<file path="src/rtl/clock_pkg.sv">
// Shared constants and helpers for the clock blocks.
// Optional BCD outputs are enabled by SEC_COUNTER_BCD_OUT_EN.
package clock_pkg;

    localparam int SEC_W      = 6;
    localparam int BCD_W      = 4;
    localparam int CLK_HZ_DEF = 50000000;

    typedef logic [SEC_W-1:0] sec_t;
    typedef logic [BCD_W-1:0] bcd_t;

    localparam sec_t SEC_MAX = 6'd59;

    // Wraps at 59, never at the natural 6-bit limit.
    function automatic sec_t sec_inc(input sec_t s);
        return (s == SEC_MAX) ? '0 : s + SEC_W'(1);
    endfunction

    function automatic bcd_t to_tens(input sec_t s);
        return BCD_W'(s / 6'd10);
    endfunction

    function automatic bcd_t to_units(input sec_t s);
        return BCD_W'(s % 6'd10);
    endfunction

endpackage

</file>
<file path="src/rtl/sec_counter_tick_gen.sv">
// Free-running prescaler: counts 0..TC while enabled, pulses tick at TC.
// Shared with the minutes and hours blocks.
module tick_gen #(
    parameter int TC = 49999999
) (
    input  logic clk,
    input  logic reset,
    input  logic en,
    input  logic clr,
    output logic tick
);

    localparam int W = (TC > 0) ? $clog2(TC + 1) : 1;
    localparam logic [W-1:0] TCV = W'(TC);

    logic [W-1:0] cnt;

    assign tick = en && (cnt == TCV);

    always_ff @(posedge clk or negedge reset) begin
        if (!reset) begin
            cnt <= '0;
        end else if (clr) begin
            cnt <= '0;
        end else if (en) begin
            cnt <= (cnt == TCV) ? '0 : cnt + W'(1);
        end
    end

endmodule

</file>
<file path="src/rtl/sec_counter.sv">
// Seconds counter 0..59 with load, adjust and minute carry pulse.
// SEC_COUNTER_BCD_OUT_EN adds registered BCD digit outputs.
module sec_counter
    import clock_pkg::*;
#(
    parameter int CLK_HZ  = CLK_HZ_DEF,
    parameter int SIM_DIV = 0
) (
    input  logic             clk,
    input  logic             reset,
    input  logic             run,
    input  logic             load,
    input  logic [SEC_W-1:0] set_val,
    input  logic             adj,
    output logic [SEC_W-1:0] data,
    output logic             sec_tick,
    output logic             min_tick,
`ifdef SEC_COUNTER_BCD_OUT_EN
    output logic [BCD_W-1:0] bcd_tens,
    output logic [BCD_W-1:0] bcd_units,
`endif
    output logic             load_err
);

    localparam int TC = (SIM_DIV != 0) ? SIM_DIV - 1 : CLK_HZ - 1;

    logic tick;
    logic load_ok;

    assign load_ok = load && (set_val <= SEC_MAX);

    tick_gen #(
        .TC(TC)
    ) u_tick_gen (
        .clk  (clk),
        .reset(reset),
        .en   (run),
        .clr  (load_ok),
        .tick (tick)
    );

    // Valid load wins, then adj; a tick lost to either is dropped.
    always_ff @(posedge clk or negedge reset) begin
        if (!reset) begin
            data     <= '0;
            sec_tick <= 1'b0;
            min_tick <= 1'b0;
            load_err <= 1'b0;
        end else begin
            sec_tick <= 1'b0;
            min_tick <= 1'b0;
            load_err <= load && !load_ok;
            if (load_ok) begin
                data <= set_val;
            end else if (adj) begin
                data <= sec_inc(data);
            end else if (tick) begin
                data     <= sec_inc(data);
                sec_tick <= 1'b1;
                min_tick <= (data == SEC_MAX);
            end
        end
    end

`ifdef SEC_COUNTER_BCD_OUT_EN
    always_ff @(posedge clk or negedge reset) begin
        if (!reset) begin
            bcd_tens  <= '0;
            bcd_units <= '0;
        end else begin
            bcd_tens  <= to_tens(data);
            bcd_units <= to_units(data);
        end
    end
`endif

endmodule

</file>
<file path="config.mk">
export PLATFORM = sky130hd
export DESIGN_NAME = sec_counter
export DESIGN_NICKNAME = d
export VERILOG_FILES = /design/src/rtl/clock_pkg.sv /design/src/rtl/sec_counter_tick_gen.sv /design/src/rtl/sec_counter.sv
export SDC_FILE = /design/constraint.sdc
export NUM_CORES = 1
export LEC_CHECK = 0
export CAP_MARGIN = 5
export CORE_MARGIN = 2
export CORE_UTILIZATION = 30
export DETAILED_ROUTE_END_ITERATION = 8
export HOLD_SLACK_MARGIN = 0.06
export PLACE_DENSITY = 0.54
export SLEW_MARGIN = 5
export SYNTH_ARGS = -nofsm -noshare
export SYNTH_HDL_FRONTEND = slang
export SYNTH_SLANG_ARGS = --single-unit
</file>
<file path="constraint.sdc">
create_clock -name clk -period 2.2 [get_ports clk]
set_clock_uncertainty 0.15 [all_clocks]
set_input_delay 0.66 -clock clk [delete_from_list [all_inputs] [get_ports clk]]
set_output_delay 0.66 -clock clk [all_outputs]
set_load 0.01 [all_outputs]
</file>
---- Yosys cells after proc, flatten, opt, wreduce, memory -nomap -nowiden ----
Cells that the tools add are included.
cells by class
  add/sub/neg operators ................... 2
  $mul .................................... 0
  divide/modulo/power cells ............... 0
  magnitude comparators ................... 1
  eq/ne operators ......................... 2
  shifts and indexed selects .............. 0
  muxes and demuxes ....................... 13
  bitwise logic cells ..................... 0
  reductions and logical operators ........ 6
operator list
  kind                                                   count
  2-to-1 mux 26 bit                                      3
  adder 26 x 1 -> 26 bit, second input constant          1
  equality test 26 bit, second input constant            1
  2-to-1 mux 6 bit                                       4
  adder 6 x 1 -> 6 bit, second input constant            1
  equality test 6 bit, second input constant             1
  less-or-equal comparator 6 bit, second input constant  1
  2-to-1 mux 1 bit                                       6
  logical AND 1 bit                                      3
  nonzero test 3 bit                                     1
  nonzero test 2 bit                                     1
  logical NOT 1 bit                                      1
storage, ports and cells
  register bits after elaboration ......... 35
  bits in latches ......................... 0
  memory bits (writable) .................. 0
  memory bits (read-only) ................. 0
  input port bits ......................... 11
  output and inout bits ................... 9
  memories ................................ 0

---- Logic depth before layout (Yosys ltp) ----
  depth after elaboration ................. 5
  mapped depth ............................ 7
  depth with buffers taken out ............ 6

---- By module ----
From an unflattened synthesis, not the netlist that was laid out.
second synthesis, totals
  cells, all modules ...................... 224
  area, all modules ....................... 2054.5 sq um
modules (own cells, without submodules)
  module       times used  cells an instance  area an instance (sq um)  sequential area each (sq um)
  tick_gen     1           173                1551.5                    650.6
  sec_counter  1           51                 503.0                     225.2

---- Worst setup path after synthesis ----
No wires, ideal clock.
  kind .................................... register -> register
  start ................................... reg u_tick_gen.cnt[0]
  end ..................................... reg data[2]
  library setup time ...................... 86 ps
  arrival time ............................ 1939 ps
  required time ........................... 1964 ps
  setup slack ............................. 26 ps
  stages on the path, launching flop included .. 7
  clock period less this slack ............ 2174 ps
  cells stage by stage .................... dfrtp_1 ha_1 nand3_1 nor4_4 a41oi_4 or4_1 a32oi_1
between the ends
  word-level cells in the longest chain between the ends .. 3
RTL lines
  what                                 RTL line                    text
  start, declared                      sec_counter_tick_gen.sv:16  logic [W-1:0] cnt;
  start signal, assigned               sec_counter_tick_gen.sv:26  cnt <= (cnt == TCV) ? '0 : cnt + W'(1);
  equality test 26 bit                 sec_counter_tick_gen.sv:18  assign tick = en && (cnt == TCV);
  logical AND 1 bit                    sec_counter_tick_gen.sv:18
  nonzero test 3 bit (no source line)  --
  end signal, assigned                 sec_counter.sv:54           data <= set_val;
  end signal, assigned                 sec_counter.sv:56           data <= sec_inc(data);
  end signal, assigned                 sec_counter.sv:58           data <= sec_inc(data);
  end, declared                        sec_counter.sv:15           output logic [SEC_W-1:0] data,
No other way between the ends.
A chain may end at the register's enable or synchronous reset.

---- Worst setup path in the final report ----
  start ................................... reg data[3]
  end ..................................... out data[3]
No word-level cell between the ends.

==> out/metrics.csv <==
stage,metric,value,unit
drt,drc,0,
grt,grt_max_degree,19,
final_layout,finalNonFillerCells,346,
clock_tree,cts_made_buffers,5,
setup_path,cp_slowest_stage_delay,580,ps
synth,synthDominantCellAreaShare,43.9,%
synth,async_flop_share,100,%
synth,ys_ff_latch,35,
synth,yosysTopAreaCell,dfrtp_1,
grt,grt_usage,15.2,%
pwr,leakagePower,1.12,nW
final_layout,fin_util,41.6,%
setup_path,worstSetupPathType,reg2out,
synth,synthAdderAreaFrac,1.25,%
grt,grt_antenna_before_repair,0,
timing,finalSetupViolCount,0,
final_layout,final_nets,281,
setup_path,cp_max_fo,7,
timing,period_share,96.9,%
pwr,p_switching,0.000354,W
timing,fin_crit,2130,ps
timing,hold_viol,0,
synth,seq_area_frac_synth,43.9,%
place,numPortBuffers,19,
synth,synth-edff-count,0,
drt,via_per_inst,5.22,
final_layout,n_antenna_cell,0,
synth,ys.flop_type,dfrtp_1,
synth,synthMuxAreaShare,1.00,%
grt,grt-ovfl-total,0,
place,hpwl,3.78,mm
clock_tree,clkSlewWorstSetupHoldPaths,70,ps
synth,synth_compound_area_share,13.8,%
place,dpl.cell_count,337,
setup_path,cp_cell_sequence,clkdlybuf4s50_1,
setup_path,crit_path_end_kind,output port,
final_layout,area_growth,33.1,%
drt,wl_per_cell,14.9,um
clock_tree,cts_tree,built,
pwr,peakVddDrop,0.254,mV
drt,ant_nets,0,
setup_path,worst-path-buf-inv,1,
synth,synth_cells,213,
pwr,swShare,25.2,%
pwr,power,0.00140,W
run,maxCapViolations,0,
floorplan,start_util,31.3,%
timing,final.setup.tns,0,ps
floorplan,ios,20,
timing,tightest_slew,446,ps
drt,drt_wl_total,5.16,mm
synth,syn-num-nets,226,
clock_tree,htreeDepth,2,
clock_tree,hold_buffers,0,
status,status,"finished, final reports clean",
pwr,p_seq_share,48.9,%
clock_tree,clock_sinks,35,
place,dpl_cell_area,2510,um2
final_layout,drive_gt1_share,21.9,%
synth,synth.most_common_cell,dfrtp_1,
setup_path,cpLargestDelayFamily,buffers and inverters,
drt,vias,1805,
floorplan,die_area,7320,um2
setup_path,critPathSlowestCell,clkdlybuf4s50_1,
synth,synth_top_family_by_area,simple AND/OR/NAND/NOR gates,
floorplan,die_w,85.6,um
synth,synth.cells.most_frequent,"dfrtp_1, nand2_1, nor2_1, nand3_1, nand4_1",
pwr,p_clk_share,36.9,%
synth,synthDistinctLibCells,50,
timing,relSlewSlack,70.3,%
setup_path,start_kind,flip-flop,
synth,synthXorXnorAreaFrac,5.26,%
grt,grt_pass1_vias,1781,
synth,synthTopCellsByArea,"dfrtp_1, xor2_1, nand4_1",
timing,maxSlewViolCount,0,
synth,yosys_warnings,0,
timing,fmax,469,MHz
pwr,p_per_area,528,nW/um2
grt,grt_pass1_wl,8.78,mm
setup_path,worstPathRequired,1390,ps
pwr,pwr-share-comb,14.3,%
clock_tree,clock_latency,280,ps
synth,postSynthAreaPerCell,9.38,um2
drt,firstDrtPassIters,4,
clock_tree,cts_buffer_depth,2,
clock_tree,root_buffer,clkbuf_8,
floorplan,fp.dieH,85.6,um
pwr,intPower,0.00105,W
final_layout,stdcell_area,2660,um2
floorplan,core_area,6390,um2
synth,syn_area,2000,um2
hold_path,hp-class,in2async,
floorplan,rows,29,
place,gp_congestion,0.814,
setup_path,critPathArrivalTime,1320,ps
synth,synthSimpleGateAreaFrac,31.7,%
drt,drt_iter0_drc,111,
timing,rsz0062_at_grt,yes,
==> per-layer routing <==
| layer | track usage [%] | routed length [um] | vias up |
|---|---|---|---|
| met5 | 0 | 0 | - |
| met4 | 5.48 | 89 | 0 |
| met3 | 2.89 | 125 | 8 |
| met2 | 24.4 | 2460 | 27 |
| met1 | 20.3 | 2490 | 868 |
| li1 | - | - | 902 |
==> state kept, by name, summed over array words and instances (netlist names) <==
signal,cells
u_tick_gen.cnt,26
load_err,1
sec_tick,1
min_tick,1
data,6
==> kinds of logic after synthesis <==
family	Yosys count
AO/OA/AOI/OAI	40
XOR/XNOR	12
adder cells (fa/ha/maj)	2
buffers and inverters	13
flip-flops	35
multiplexers	2
AND/OR/NAND/NOR	109
==> power groups by stage <==
stage / Clock (W) / Combinational (W) / Sequential, W
2_1_floorplan: 0 / 0.0000771 / 0.000700
3_3_place_gp: 0 / 0.000197 / 0.000697
3_5_place_dp: 0 / 0.000199 / 0.000696
4_1_cts: 0.000533 / 0.000199 / 0.000684
5_1_grt: 0.000564 / 0.000225 / 0.000690
6_report: 0.000517 / 0.000200 / 0.000686
==> final cells by class <==
| cell class | instances | area [um2] |
|---|---|---|
| timing repair buffer | 55 | 470 |
| fill | 640 | 3730 |
| multi-input combinational | 165 | 1090 |
| clock buffer | 8 | 100 |
| sequential | 35 | 876 |
| inverter | 6 | 22.5 |
| tap | 77 | 96.3 |
==> cells in the final DEF (no fill, tap or decap), drive strengths merged, types with 2 or more instances in the layout <==
| master | instances |
|---|---|
| buf | 37 |
| dfrtp | 35 |
| nand2 | 22 |
| nor2 | 22 |
| clkdlybuf4s50 | 17 |
| nand3 | 17 |
| nand4 | 15 |
| xor2 | 12 |
| o21ai | 12 |
| a21oi | 8 |
| clkbuf | 8 |
| or3 | 7 |
| inv | 6 |
| a31oi | 6 |
| nor3 | 5 |
| and3 | 5 |
| or4 | 4 |
| a311oi | 3 |
| and2 | 3 |
| nor4 | 3 |
| mux2i | 2 |
| nand4bb | 2 |
| a41oi | 2 |
| ha | 2 |
==> through the flow <==
| stage | hold WS [ps] | worst slack (ps) |
|---|---|---|
| floorplan | 214 | 25.7 |
| CTS | 170 | 22.8 |
| global placement | 354 | -283 |
| detailed placement | 361 | -310 |
| global route | 185 | -16.1 |
| finish | 162 | 67.3 |
==> worst paths after layout <==
path | startpoint | endpoint | slack [ps] | cells past startpoint
hold / removal | reset | load_err$_DFF_PN0_ | 160 | 1
max in group asynchronous | reset | u_tick_gen.cnt[8]$_DFFE_PN0P_ | 1280 | 2
setup / recovery | data[3]$_DFFE_PN0P_ | data[3] | 70 | 1
hold reg to reg | u_tick_gen.cnt[22]$_DFFE_PN0P_ | u_tick_gen.cnt[22]$_DFFE_PN0P_ | 380 | 2
min in group clk | u_tick_gen.cnt[22]$_DFFE_PN0P_ | u_tick_gen.cnt[22]$_DFFE_PN0P_ | 380 | 2
setup reg to reg | u_tick_gen.cnt[18]$_DFFE_PN0P_ | data[2]$_DFFE_PN0P_ | 80 | 5
==> repair_timing <==
item | CTS | global route
setup endpoints to repair | 3 | 5
pin swaps | 1 | 4
buffers inserted | 1 | 0
gates resized for setup | 2 | 6
endpoints found under the hold margin | 0 | 0
gates cloned | 0 | 0
Note: power is estimated with default switching activity, not from simulation.
